==> src/rtl/muldiv_pkg.sv <==
// Shared types and constants for the muldiv_seq multiply/divide sequencer.
// Optional signed support in the sequencer is controlled by MULDIV_SIGNED_EN.
package muldiv_pkg;

  typedef enum logic [2:0] {
    OP_MUL   = 3'd0,
    OP_MULHU = 3'd1,
    OP_DIVU  = 3'd2,
    OP_REMU  = 3'd3,
    OP_MULH  = 3'd4,
    OP_DIV   = 3'd5,
    OP_REM   = 3'd6,
    OP_RSVD  = 3'd7
  } muldiv_op_t;

  typedef enum logic [1:0] {
    ST_IDLE = 2'd0,
    ST_ITER = 2'd1,
    ST_FIX  = 2'd2,
    ST_DONE = 2'd3
  } state_t;

  localparam logic [3:0]  ALU_ADD   = 4'b0000;
  localparam logic [3:0]  ALU_SUB   = 4'b1000;
  localparam logic [31:0] DIVZERO_Q = 32'hFFFFFFFF;
  localparam logic [31:0] DIV_OVF_Q = 32'h80000000;

  // Divide-family ops use the restoring divider path.
  function automatic logic op_is_div(input muldiv_op_t op);
    return (op == OP_DIVU) || (op == OP_REMU) || (op == OP_DIV) || (op == OP_REM);
  endfunction

  // Remainder-family ops return the dividend on divide-by-zero.
  function automatic logic op_is_rem(input muldiv_op_t op);
    return (op == OP_REMU) || (op == OP_REM);
  endfunction

  // Result lives in the high register (P_hi / R) rather than the low one (L / Q).
  function automatic logic op_sel_hi(input muldiv_op_t op);
    return (op == OP_MULHU) || (op == OP_MULH) || (op == OP_REMU) || (op == OP_REM);
  endfunction

endpackage

==> src/rtl/muldiv_step.sv <==
// One iteration of shift-add multiply or restoring divide. Drives the shared
// ALU operands and forms the next {hi, lo} register pair from the ALU result.
module muldiv_step
  import muldiv_pkg::*;
#(
  parameter int WIDTH = 32
) (
  input  logic             i_is_div,
  input  logic [WIDTH-1:0] i_hi,
  input  logic [WIDTH-1:0] i_lo,
  input  logic [WIDTH-1:0] i_mcand,
  input  logic [WIDTH-1:0] i_alu_out,
  output logic [WIDTH-1:0] o_alu_op1,
  output logic [WIDTH-1:0] o_alu_op2,
  output logic [3:0]       o_alu_ctrl,
  output logic [WIDTH-1:0] o_hi_nxt,
  output logic [WIDTH-1:0] o_lo_nxt
);

  logic [WIDTH:0] w_sh;
  logic           w_ge;
  logic           w_carry;

  assign w_sh    = {i_hi, i_lo[WIDTH-1]};
  assign w_ge    = w_sh[WIDTH] | (w_sh[WIDTH-1:0] >= i_mcand);
  assign w_carry = (i_alu_out < i_hi);

  // ALU request: subtract divisor from shifted remainder, or add multiplicand to P_hi.
  always_comb begin
    if (i_is_div) begin
      o_alu_ctrl = ALU_SUB;
      o_alu_op1  = w_sh[WIDTH-1:0];
      o_alu_op2  = i_mcand;
    end else begin
      o_alu_ctrl = ALU_ADD;
      o_alu_op1  = i_hi;
      o_alu_op2  = i_lo[0] ? i_mcand : '0;
    end
  end

  // Next register pair from the ALU result (kept apart from the request so no false loop forms).
  always_comb begin
    if (i_is_div) begin
      o_hi_nxt = w_ge ? i_alu_out : w_sh[WIDTH-1:0];
      o_lo_nxt = {i_lo[WIDTH-2:0], w_ge};
    end else begin
      o_hi_nxt = {w_carry, i_alu_out[WIDTH-1:1]};
      o_lo_nxt = {i_alu_out[0], i_lo[WIDTH-1:1]};
    end
  end

endmodule

==> src/rtl/muldiv_seq.sv <==
// Multi-cycle RV32M multiply/divide sequencer borrowing the shared 32-bit ALU.
// Define MULDIV_SIGNED_EN to enable MULH/DIV/REM with sign capture, the FIX
// negation state and the DIV overflow shortcut; otherwise ops 4-6 run unsigned.
module muldiv_seq
  import muldiv_pkg::*;
#(
  parameter int WIDTH = 32,
  parameter int CNT_W = 5
) (
  input  logic             clk,
  input  logic             rst,
  input  logic             in_valid,
  output logic             in_ready,
  input  logic [2:0]       in_op,
  input  logic [WIDTH-1:0] in_a,
  input  logic [WIDTH-1:0] in_b,
  output logic             out_valid,
  input  logic             out_ready,
  output logic [WIDTH-1:0] out_result,
  output logic             out_divzero,
  output logic [WIDTH-1:0] alu_op1,
  output logic [WIDTH-1:0] alu_op2,
  output logic [3:0]       alu_ctrl,
  input  logic [WIDTH-1:0] alu_out
);

  state_t           r_state;
  muldiv_op_t       r_op;
  logic [CNT_W-1:0] r_cnt;
  logic [WIDTH-1:0] r_hi;
  logic [WIDTH-1:0] r_lo;
  logic [WIDTH-1:0] r_mcand;
  logic [WIDTH-1:0] r_result;
  logic             r_divzero;

  muldiv_op_t       w_op;
  logic [WIDTH-1:0] w_a_abs;
  logic [WIDTH-1:0] w_b_abs;
  logic             w_is_div;
  logic             w_in_is_div;
  logic [WIDTH-1:0] w_step_op1;
  logic [WIDTH-1:0] w_step_op2;
  logic [3:0]       w_step_ctrl;
  logic [WIDTH-1:0] w_hi_nxt;
  logic [WIDTH-1:0] w_lo_nxt;

`ifdef MULDIV_SIGNED_EN
  logic             r_sign;
  logic             w_sign;
  logic             w_ovf;

  function automatic logic [WIDTH-1:0] neg(input logic [WIDTH-1:0] x);
    return ~x + WIDTH'(1);
  endfunction
`endif

  assign in_ready    = (r_state == ST_IDLE);
  assign out_valid   = (r_state == ST_DONE);
  assign out_result  = r_result;
  assign out_divzero = r_divzero;
  assign w_is_div    = op_is_div(r_op);
  assign w_in_is_div = op_is_div(w_op);

  // Decode the incoming op and prepare operand magnitudes for the iteration core.
  always_comb begin
    w_op    = muldiv_op_t'(in_op);
    w_a_abs = in_a;
    w_b_abs = in_b;
`ifdef MULDIV_SIGNED_EN
    w_sign  = 1'b0;
    if (w_op == OP_RSVD) w_op = OP_MUL;
    if ((w_op == OP_MULH) || (w_op == OP_DIV) || (w_op == OP_REM)) begin
      w_sign = (w_op == OP_REM) ? in_a[WIDTH-1] : (in_a[WIDTH-1] ^ in_b[WIDTH-1]);
      if (in_a[WIDTH-1]) w_a_abs = neg(in_a);
      if (in_b[WIDTH-1]) w_b_abs = neg(in_b);
    end
    w_ovf = ((w_op == OP_DIV) || (w_op == OP_REM)) && (in_a == DIV_OVF_Q) && (in_b == '1);
`else
    case (w_op)
      OP_MULH: w_op = OP_MULHU;
      OP_DIV:  w_op = OP_DIVU;
      OP_REM:  w_op = OP_REMU;
      OP_RSVD: w_op = OP_MUL;
      default: ;
    endcase
`endif
  end

  muldiv_step #(.WIDTH(WIDTH)) u_step (
    .i_is_div   (w_is_div),
    .i_hi       (r_hi),
    .i_lo       (r_lo),
    .i_mcand    (r_mcand),
    .i_alu_out  (alu_out),
    .o_alu_op1  (w_step_op1),
    .o_alu_op2  (w_step_op2),
    .o_alu_ctrl (w_step_ctrl),
    .o_hi_nxt   (w_hi_nxt),
    .o_lo_nxt   (w_lo_nxt)
  );

  // Shared ALU is driven only while iterating or fixing the sign; idle value is 0 + 0.
  always_comb begin
    alu_op1  = '0;
    alu_op2  = '0;
    alu_ctrl = ALU_ADD;
    case (r_state)
      ST_ITER: begin
        alu_op1  = w_step_op1;
        alu_op2  = w_step_op2;
        alu_ctrl = w_step_ctrl;
      end
`ifdef MULDIV_SIGNED_EN
      ST_FIX: begin
        alu_op2  = op_sel_hi(r_op) ? r_hi : r_lo;
        alu_ctrl = ALU_SUB;
      end
`endif
      default: ;
    endcase
  end

  // Sequencer FSM: accept, iterate 32 times, optionally negate, then hold the result.
  always_ff @(posedge clk) begin
    if (rst) begin
      r_state   <= ST_IDLE;
      r_op      <= OP_MUL;
      r_cnt     <= '0;
      r_result  <= '0;
      r_divzero <= 1'b0;
`ifdef MULDIV_SIGNED_EN
      r_sign    <= 1'b0;
`endif
    end else begin
      case (r_state)
        ST_IDLE: begin
          if (in_valid) begin
            r_op      <= w_op;
            r_cnt     <= '1;
            r_divzero <= 1'b0;
            r_hi      <= '0;
            r_lo      <= w_in_is_div ? w_a_abs : w_b_abs;
            r_mcand   <= w_in_is_div ? w_b_abs : w_a_abs;
`ifdef MULDIV_SIGNED_EN
            r_sign    <= w_sign;
`endif
            if (w_in_is_div && (in_b == '0)) begin
              r_result  <= op_is_rem(w_op) ? in_a : DIVZERO_Q;
              r_divzero <= 1'b1;
              r_state   <= ST_DONE;
`ifdef MULDIV_SIGNED_EN
            end else if (w_ovf) begin
              r_result  <= (w_op == OP_DIV) ? DIV_OVF_Q : '0;
              r_state   <= ST_DONE;
`endif
            end else begin
              r_state   <= ST_ITER;
            end
          end
        end
        ST_ITER: begin
          r_hi  <= w_hi_nxt;
          r_lo  <= w_lo_nxt;
          r_cnt <= r_cnt - CNT_W'(1);
          if (r_cnt == '0) begin
`ifdef MULDIV_SIGNED_EN
            if (r_sign) begin
              r_state <= ST_FIX;
            end else begin
              r_result <= op_sel_hi(r_op) ? w_hi_nxt : w_lo_nxt;
              r_state  <= ST_DONE;
            end
`else
            r_result <= op_sel_hi(r_op) ? w_hi_nxt : w_lo_nxt;
            r_state  <= ST_DONE;
`endif
          end
        end
`ifdef MULDIV_SIGNED_EN
        ST_FIX: begin
          // MULH negates the full 64-bit product: borrow reaches the high word only when L is zero.
          r_result <= (r_op == OP_MULH) ? (~r_hi + {{(WIDTH-1){1'b0}}, (r_lo == '0)}) : alu_out;
          r_state  <= ST_DONE;
        end
`endif
        ST_DONE: begin
          if (out_ready) r_state <= ST_IDLE;
        end
        default: r_state <= ST_IDLE;
      endcase
    end
  end

endmodule

==> config.mk <==
export PLATFORM = sky130hd
export DESIGN_NAME = muldiv_seq
export DESIGN_NICKNAME = d
export VERILOG_FILES = /design/src/rtl/muldiv_pkg.sv /design/src/rtl/muldiv_step.sv /design/src/rtl/muldiv_seq.sv
export SDC_FILE = /design/constraint.sdc
export NUM_CORES = 1
export LEC_CHECK = 0
export CAP_MARGIN = 20
export CORE_UTILIZATION = 57
export DETAILED_ROUTE_END_ITERATION = 12
export PLACE_DENSITY = 0.88
export SLEW_MARGIN = 20
export SYNTH_ARGS = -nofsm -noshare
export SYNTH_HDL_FRONTEND = slang
export SYNTH_SLANG_ARGS = --single-unit
export TNS_END_PERCENT = 20
==> constraint.sdc <==
create_clock -name clk -period 19.9 [get_ports clk]
set_input_delay 3.98 -clock clk [delete_from_list [all_inputs] [get_ports clk]]
set_output_delay 3.98 -clock clk [all_outputs]
set_load 0.05 [all_outputs]
==> results.md, run 1 <==
- Status: complete, no violations
- Area leader, netlist: edfxtp_1
- Post-DP Area: 12150 µm²
- FF-to-FF path depth: 9
- H-tree lvl count: 4
- Die area: 18080 µm²
- Library cells used by synthesis: 52
- Worst skew pair latency: 430 ps
- Layout Nets: 1514
- CP cell instances: nand2_1 > xnor2_2 > buf_4 > buf_4 > nand2_1 > a21oi_1 > clkdlybuf4s50_1
- EDFF count, synth: 96
- Top-count cell post-synth: nor2_1
- P&R area growth vs syn: 27.83%
- Part of the Yosys area used for sequential elements: 37.42%
- Core Box Area: 17240 µm²
- Hpwl dp: 21630 µm
- Clock transition at path regs: 60 ps
- Final TNS setup: 0 ps
- Share of cells above drive strength 1: 9.566%
- GRT overflow: 0
- Relative slew slack: 25.33%
- Multi-input logic area: 5727 µm²
- Die X-Extent: 134.5 µm
- # Post-CTS Setup Buffers: 0
- Num Clock Sinks: 139
- Worst path max stage delay: 860 ps
- Synthesized flop and latch total: 139
- Pre-Repair DR Iteration Count: 7
- Vias in the first global route: 9649
- Routed Antenna Nets: 0
- Finished layout cell area: 12790 µm²
- Hold Crit Class: reg -> reg
- CTS Buf Count: 17
- RSZ-0062 raised after global routing: no
- Leak pwr: 0.005132 µW
- Critical path launch point type: flip-flop
- P_sw: 334.2 µW
- Maximum VDD drop: 66.73 µV
- Hold-fix buffers at CTS: 0
- Post-Route WL: 32090 µm
- Mapped Area: 10000 µm²
- Total GRT Usage: 35.23%
- Cts repair resizes: 0
- PortBufs: 202
- # diodes: 0
- WL/cell: 20.26 µm
- Clock tree buffer depth: 2
- Critical Path End Type: output pin
- CP Max Fanout: 67
- Max Freq: 0.1293 GHz
- P per Cell Area: 77.67 nW/µm²
- Slowest CP cell: clkdlybuf4s50_1
- Vias/cell: 6.415
- Clock share of power: 33.8%
- Most area-consuming cells after synthesis: edfxtp_1 (29%), dfxtp_1 (8.6%), ha_1 (8.1%)
- Drt initial violations: 1520
- Critical path data required time: 15920 ps
- Num rows: 48
- Io pins: 206
- Setup Viol. Count Final: 0
- Post-synth top flop: edfxtp_1
- Synthesized area per cell: 8.378 µm²
- RePlAce Congestion: 0.8749
- Comb pwr share: 29.8%
- Count of pins over their slew limit: 0
- Hold path cells: 2
- YS warnings: 0
- Switching Fraction: 33.65%
- Die H: 134.5 µm
- Post-Synthesis Cells: 1194
- Register share of total power: 36.4%
- CTS tree: done
- Yosys top cell area share: 28.82%
- Most frequent cells after synthesis: nor2_1 (148), nand2_1 (147), a21oi_1 (121)
- Final hold vios: 0
- Vias: 10160
- First-pass GRT wire length: 49620 µm
- Largest net degree at the start of global routing: 99
- Reg area: 3744 µm²
- Fillers: 1187
- Antenna violations before repair: 0
- Skew final: 7.387 ps
- Setup CP Type: reg -> out
- Tmin final: 7732 ps
- Clock root buffer: clkbuf_16
- Initial core utilization: 58.04%
- DRC: 0
- Final worst-path cycle share: 38.85%
- Actual slew at the worst max-slew pin: 1117 ps
- Arr. time, crit path: 3750 ps
- Cell internal pwr: 659.0 µW
- Max-Cap Viols: 0
- Ys async rst share: 0%
metrics by stage:
step	hold WS, ps	worst slack [ps]	utilization (%)	power, µW	instances
final	463.8	12170	74.19	993.2	1584
after global routing	487.9	11960	74.19	1024	1584
after CTS	468.4	12290	74.12	984.4	1584
after detailed placement	460.1	12530	70.48	654.2	1552
after global placement	441.8	12680	70.46	645.9	1552
after floorplan	506.0	10550	-	555.1	1196
power by group through the flow:
stage | Combinational, µW | Sequential (µW) | Clock [µW]
floorplan | 179 | 376 | 0
global placement | 281 | 365 | 0
detailed placement | 288 | 366 | 0
CTS | 292 | 360 | 333
global route | 315 | 364 | 345
finish | 296 | 362 | 335
sequential cells by signal, indices dropped and copies added (netlist names):
signal	flops
out_result	32
r_op	3
r_cnt	5
r_hi	32
r_mcand	32
out_divzero	1
r_lo	32
r_state	2
layout make-up:
cell class                 count  area share [%]
multi-input combinational    899           44.78
sequential                   139           29.28
timing repair buffer         219           16.77
clock buffer                  24           4.354
tap                          225           2.202
inverter                      70           2.055
clock inverter                 8          0.5577
critical path, delay by kind of cell (launching register included):
family	cells	cell delay, ps
xor gates and xnor gates	1	210
buffers and inverters	3	2010
AOI/OAI and AO/OA	1	230
DFF	1	470
and+or+nand+nor	2	340
kinds of logic (layout without fill, tap and decap cells):
logic type / count (synthesis) / after routing / share of synthesized area, %
flip-flops: 139 / 139 / 37.42
XOR/XNOR: 10 / 10 / 0.8755
AND/OR/NAND/NOR: 435 / 435 / 19.56
multiplexers: 94 / 94 / 10.56
adder cells (fa/ha/maj): 65 / 65 / 8.130
buffers and inverters: 158 / 321 / 6.366
other: 1 / 3 / 0.03749
AO/OA/AOI/OAI: 292 / 292 / 17.05
cell usage in the layout, fill, tap and decap left out, drive strengths merged, types with 32 or more instances in the layout:
master / synthesis / routed
clkdlybuf4s50: 0 / 201
nor2: 148 / 148
nand2: 147 / 147
a21oi: 122 / 122
edfxtp: 96 / 96
o21ai: 75 / 75
inv: 70 / 72
ha: 65 / 65
mux2: 62 / 62
dfxtp: 43 / 43
nor4: 40 / 40
nor3: 38 / 38
nor2b: 35 / 35
a211oi: 35 / 35
a31oi: 33 / 33
mux2i: 32 / 32
metal layers:
metal	global-route usage, %	wire length [µm]
met5	0	0
met4	17.17	1195
met3	5.893	3387
met2	57.60	15230
met1	45.43	12270
worst paths after layout:
kind / startpoint / end / slack, ps
setup / recovery: r_op[2] / alu_op1[15] / 12170
hold / removal: out_divzero / out_divzero / 460
setup reg to reg: r_hi[20] / out_result[30] / 16400
hold reg to reg: out_divzero / out_divzero / 460
Power figures use the tool's default switching activity.
==> run 2: changes to the inputs <==
--- a/config.mk
+++ b/config.mk
@@ -6,9 +6,9 @@
 export NUM_CORES = 1
 export LEC_CHECK = 0
 export CAP_MARGIN = 20
-export CORE_UTILIZATION = 57
+export CORE_UTILIZATION = 53
 export DETAILED_ROUTE_END_ITERATION = 12
-export PLACE_DENSITY = 0.88
+export PLACE_DENSITY = 0.82
 export SLEW_MARGIN = 20
 export SYNTH_ARGS = -nofsm -noshare
 export SYNTH_HDL_FRONTEND = slang
==> constraint.sdc (replaced) <==
create_clock -name clk -period 7.31 [get_ports clk]
set_input_delay 1.462 -clock clk [delete_from_list [all_inputs] [get_ports clk]]
set_output_delay 1.462 -clock clk [all_outputs]
set_load 0.05 [all_outputs]
==> run 2 against run 1 <==
- hold slack got worse by 5.3 ps
- cell count increased by 0.32%
- final area about the same
- clock skew increased by 2.3 ps
- non-clock buffer count increased by 1
- sequential power increased to 2.7 times the previous value
- core utilization decreased by 4.0 points
- first-iteration DRC count decreased by 29%
==> results.md, run 2 (same netlist as run 1, synthesis figures left out) <==
- Setup Viol. Count Final: 0 (unchanged)
- CTS tree: done
- Critical Path End Type: output pin
- Cts repair resizes: 0 (unchanged)
- GR Layer Usage met1: 44.48% (-0.94 points)
- Drt initial violations: 1085 (-29%)
- RePlAce Congestion: 0.9004 (+2.9%)
- Max Freq: 0.2049 GHz
- Critical path launch point type: flip-flop
- CP Buf/Inv Count: 2 (-1)
- Final Util: 70.20% (-4.0 points)
- Clock root buffer: clkbuf_16
- CP Max Fanout: 100 (+49%)
- PortBufs: 202 (unchanged)
- Commonest non-fill, non-tap cells in the layout: clkdlybuf4s50_1 (201), nand2_1 (147), nor2_1 (144)
- Share of cells above drive strength 1: 9.412% (-0.15 points)
- Arr. time, crit path: 3420 ps (-330 ps)
- Actual slew at the worst max-slew pin: 1054 ps (-63.10 ps)
- RSZ-0062 raised after global routing: no
- Post-Route WL: 32200 µm (+0.36%)
- Final TNS setup: 0 ps (unchanged)
- Final worst-path cycle share: 66.78%
- Worst skew pair latency: 420 ps (about the same)
- Antenna violations before repair: 0 (unchanged)
- Grt met2 use: 53.98% (-3.6 points)
- Cell internal pwr: 1769 µW (+170%)
- CTS Buf Count: 17 (unchanged)
- Busiest metal layer after global routing: met2
- H-tree lvl count: 4 (unchanged)
- Slowest CP cell: clkdlybuf4s50_1
- WL/cell: 20.27 µm (about the same)
- Worst path max stage delay: 870 ps (about the same)
- Comb pwr share: 30.2% (+0.4 points)
- P_sw: 903.8 µW (+170%)
- Clock share of power: 32.9% (-0.9 points)
- Setup CP Type: reg -> out
- Tmin final: 4882 ps
- Critical path data required time: 5850 ps (-10070 ps)
- CP top delay family: buffers and inverters
- Pre-Repair DR Iteration Count: 8 (+1)
- Core Box Area: 18210 µm² (+5.6%)
- Clock tree buffer depth: 2 (unchanged)
- Register share of total power: 36.9% (+0.5 points)
- Count of pins over their slew limit: 0 (unchanged)
- P per Cell Area: 209.1 nW/µm² (+170%)
- CP cell instances: nand2_1 > xnor2_2 > buf_4 > nand2_1 > a21oi_1 > clkdlybuf4s50_1
- Largest net degree at the start of global routing: 101 (+2.0%)
- First-pass GRT wire length: 51170 µm (+3.1%)
- P&R area growth vs syn: 27.78% (about the same)
- GRT overflow: 0 (unchanged)
- Routed Antenna Nets: 0 (unchanged)
- Hold Crit Class: reg -> reg
- Met3 usage: 5.403% (-0.49 points)
- Top cell by count, worst path: nand2_1
- Final hold vios: 0 (unchanged)
- Fillers: 1415 (+19%)
- Commonest non-fill, non-tap cell in the layout: clkdlybuf4s50_1
- Num rows: 49 (+2.1%)
- Io pins: 206 (unchanged)
- Leak pwr: 0.005114 µW (-0.35%)
- Die X-Extent: 139.4 µm (+3.7%)
- R2r setup slk: 3800 ps (-12600 ps)
- Status: complete, no violations
- Max-Cap Viols: 0 (unchanged)
- Total GRT Usage: 33.55% (-1.7 points)
- Initial core utilization: 54.94% (-3.1 points)
- # Post-CTS Setup Buffers: 0 (unchanged)
- Die area: 19430 µm² (+7.4%)
- Maximum VDD drop: 168.3 µV (+150%)
- Hold-fix buffers at CTS: 0 (unchanged)
- # diodes: 0 (unchanged)
- Relative slew slack: 29.71% (+4.4 points)
- Hpwl dp: 21860 µm (+1.1%)
- Layout Nets: 1515 (+0.066%)
- Vias: 9923 (-2.4%)
- Vias in the first global route: 9525 (-1.3%)
- Switching Fraction: 33.82% (+0.17 points)
- Die H: 139.4 µm (+3.7%)
- DRC: 0 (unchanged)
- Skew final: 9.641 ps (+2.253 ps)
- Clock transition at path regs: 60 ps (about the same)
- Vias/cell: 6.245 (-2.7%)
- Num Clock Sinks: 139 (unchanged)
==> run 2: changes by cell type in the layout (fill, tap and decap cells not counted), moves of 2 or more <==
cell        before  now
clkinv_1         0    3
inv_4            2    0
clkbuf_16       21   17
clkinvlp_4       0    3
bufinv_16        1    3
==> run 2: power groups by stage <==
stage / combinational, µW / sequential, µW / clock [µW]
floorplan: 489 / 1020 / 0
global placement: 771 / 996 / 0
detailed placement: 788 / 998 / 0
CTS: 795 / 982 / 880
global route: 867 / 990 / 911
finish: 807 / 986 / 880
==> run 2: routing by layer <==
layer  vias to the layer above  routed length [µm]
met4                         0                1118
li1                       4557                   -
met5                         -                   0
met1                      4664               12820
met2                       617               15100
met3                        85                3165
==> run 2: final timing paths <==
path,start,endpoint,cells after the start
worst max-delay path,r_op[2],alu_op1[5],6
worst min register to register,out_divzero,out_divzero,2
worst max register to register,r_hi[28],out_result[30],9
worst min-delay path,out_divzero,out_divzero,2
==> run 2: final cells by class <==
cell class                      count  area, µm²  area share [%]
Clock buffer                       18      439.2           3.436
Clock inverter                     14      152.6           1.194
Inverter                           70      262.8           2.056
Multi-Input combinational cell    899       5713           44.69
Sequential cell                   139       3744           29.29
Tap cell                          229      286.5           2.242
Timing Repair Buffer              220       2185           17.09
==> run 2: worst min-delay path, delay by kind of cell (launching register included) <==
| family | cells | cell delay (ps) |
|---|---|---|
| AO/OA/AOI/OAI | 1 | 50 |
| flip-flops | 1 | 310 |
| AND/OR/NAND/NOR | 1 | 50 |
==> run 2: metrics by stage <==
step           power [µW]  cell area, µm²  cells  hold slack (ps)  setup WS (ps)
2_1_floorplan        1511           10010   1196            506.0          477.9
3_3_place_gp         1767           12160   1556            445.3           2455
3_5_place_dp         1786           12160   1556            448.8           2353
4_1_cts              2658           12750   1588            464.9           2473
5_1_grt              2769           12780   1589            474.1           2293
6_report             2673           12780   1589            458.5           2428
==> run 3: changes to the inputs <==
==> constraint.sdc (replaced) <==
create_clock -name clk -period 4.7 [get_ports clk]
set_input_delay 0.94 -clock clk [delete_from_list [all_inputs] [get_ports clk]]
set_output_delay 0.94 -clock clk [all_outputs]
set_load 0.05 [all_outputs]
==> run 3 against run 2 <==
- non-clock buffer count up 4
- combinational power rose by 56%
- global-route usage fell by 0.69 points
==> results.md, run 3 (same netlist as run 1, synthesis figures left out) <==
- GR Layer Usage met1: 42.30% (-2.2 points)
- P per Cell Area: 313.9 nW/µm² (+50%)
- DRC: 0 (unchanged)
- Vias in the first global route: 9418 (-1.1%)
- Die H: 139.4 µm (unchanged)
- Worst Setup SP: r_op[0]
- Worst path max stage delay: 740 ps (-130 ps)
- Clock tree buffer depth: 2 (unchanged)
- Post-Route WL: 31860 µm (-1.1%)
- CP Max Fanout: 17 (-83%)
- Commonest non-fill, non-tap cells in the layout: clkdlybuf4s50_1 (201), nand2_1 (147), nor2_1 (144)
- Critical path data required time: 3760 ps (-2090 ps)
- Final hold vios: 0 (unchanged)
- Critical Path End Type: output pin
- CTS tree: done
- Antenna violations before repair: 0 (unchanged)
- CP cell instances: nand2_1 > xnor2_2 > nor2_2 > buf_4 > nor3_1 > clkdlybuf4s50_1
- Status: complete, no violations
- RR Startpoint: r_hi[20]
- Critical path launch point type: flip-flop
- Place WS: 991.0 ps (-1361 ps)
- Crit path to: alu_op2[29]
- Count of pins over their slew limit: 0 (unchanged)
- H-tree lvl count: 4 (unchanged)
- Final worst-path cycle share: 88.08%
- Hpwl dp: 22070 µm (+0.95%)
- Setup Viol. Count Final: 0 (unchanged)
- FF-to-FF path depth: 9 (unchanged)
- RePlAce Congestion: 0.8670 (-3.7%)
- Post-DP Area: 12200 µm² (+0.34%)
- Placed cells: 1559 (+0.19%)
- Arr. time, crit path: 3200 ps (-220 ps)
- Slowest CP cell: clkdlybuf4s50_1
- CTS Buf Count: 17 (unchanged)
- Skew final: 11.55 ps (+1.912 ps)
- Finished layout cell area: 12780 µm² (about the same)
- Die X-Extent: 139.4 µm (unchanged)
- RR Endpoint: out_result[16]
- R2r setup slk: 1530 ps (-2270 ps)
- Relative slew slack: 30.92% (+1.2 points)
- Initial core utilization: 54.94% (unchanged)
- Pre-Repair DR Iteration Count: 5 (-3)
- Busiest metal layer after global routing: met2
- Io pins: 206 (unchanged)
- Clock transition at path regs: 60 ps (about the same)
- Largest net degree at the start of global routing: 129 (+28%)
- Max Freq: 0.2416 GHz
- Num rows: 49 (unchanged)
- RSZ-0062 raised after global routing: no
- Max-Cap Viols: 0 (unchanged)
- Leak pwr: 0.005121 µW (+0.14%)
- P&R area growth vs syn: 27.73% (about the same)
- Core Box Area: 18210 µm² (unchanged)
- Grt met2 use: 53.24% (-0.74 points)
- PortBufs: 202 (unchanged)
- Maximum VDD drop: 254.6 µV (+51%)
- Hold-fix buffers at CTS: 0 (unchanged)
- Commonest non-fill, non-tap cell in the layout: clkdlybuf4s50_1
- Hold Crit Class: reg -> reg
- Total GRT Usage: 32.86% (-0.69 points)
- # Post-CTS Setup Buffers: 0 (unchanged)
- Die area: 19430 µm² (unchanged)
- Vias/cell: 6.136 (-1.8%)
- Worst skew pair latency: 430 ps (about the same)
- Drt initial violations: 941 (-13%)
- Clock root buffer: clkbuf_16
- Actual slew at the worst max-slew pin: 1036 ps (-18.15 ps)
- Setup CP Type: reg -> out
- Vias: 9780 (-1.4%)
- Met3 usage: 5.712% (+0.31 points)
- GRT overflow: 0 (unchanged)
- Tmin final: 4140 ps
- Setup ws final: 560.4 ps (-1868 ps)
- Final TNS setup: 0 ps (unchanged)
- WL/cell: 19.99 µm (-1.4%)
- Layout Nets: 1519 (+0.26%)
- Cts repair resizes: 0 (unchanged)
- First-pass GRT wire length: 49710 µm (-2.8%)
- Share of cells above drive strength 1: 9.677% (+0.27 points)
- Non-filler cells, final: 1594 (+0.31%)
- Num Clock Sinks: 139 (unchanged)
- Routed Antenna Nets: 0 (unchanged)
run 3: cell count changes in the layout (fill, tap and decap cells not counted), moves of 3 or more:
cell,previous run,this run
clkinv_1,3,0
bufinv_16,3,0
clkbuf_1,0,3
clkinvlp_4,3,0
clkinv_4,1,4
run 3: per-stage QoR:
step	hold slack, ps	util, %	power (µW)
final	463.4	70.17	4011
after global routing	504.1	70.16	4163
after CTS	463.1	69.90	3985
after detailed placement	449.0	67.02	2780
after global placement	453.4	67.02	2748
after floorplan	506.0	-	2348
run 3: cell type report:
type	count	area, µm²
flip-flops and latches	139	3744
clock buffers	21	450.4
repair buffers	224	2240
fillers	1389	5431
clock inverters	11	72.57
diodes	1	2.502
inverters	70	262.8
well taps	229	286.5
multi-input cells	899	5719
run 3: where the power goes:
| group | total, µW | switching (µW) | internal [µW] |
|---|---|---|---|
| Clock | 1220 | 534 | 686 |
| Sequential | 1530 | 96.9 | 1430 |
| Combinational | 1260 | 772 | 487 |
run 3: worst min-delay path by stage:
stage	slack, ps	start	cells past startpoint	end
2_1_floorplan	510	r_op[2]	1	r_op[2]
3_3_place_gp	450	out_divzero	2	out_divzero
3_5_place_dp	450	out_divzero	2	out_divzero
4_1_cts	460	out_divzero	2	out_divzero
5_1_grt	500	out_divzero	2	out_divzero
6_report	460	out_divzero	2	out_divzero
run 3: metal layers:
layer / vias to the layer above / share of wire, %
met1: 4506 / 40
met4: 0 / 3.9
met2: 609 / 46
met3: 91 / 10
li1: 4574 / -
met5: - / 0
run 3: critical path, delay by kind of cell, from the launching register on:
| family | cells | cell delay (ps) |
|---|---|---|
| flops | 1 | 430 |
| simple gates | 3 | 990 |
| buf+inv | 2 | 1130 |
| xor+xnor | 1 | 220 |
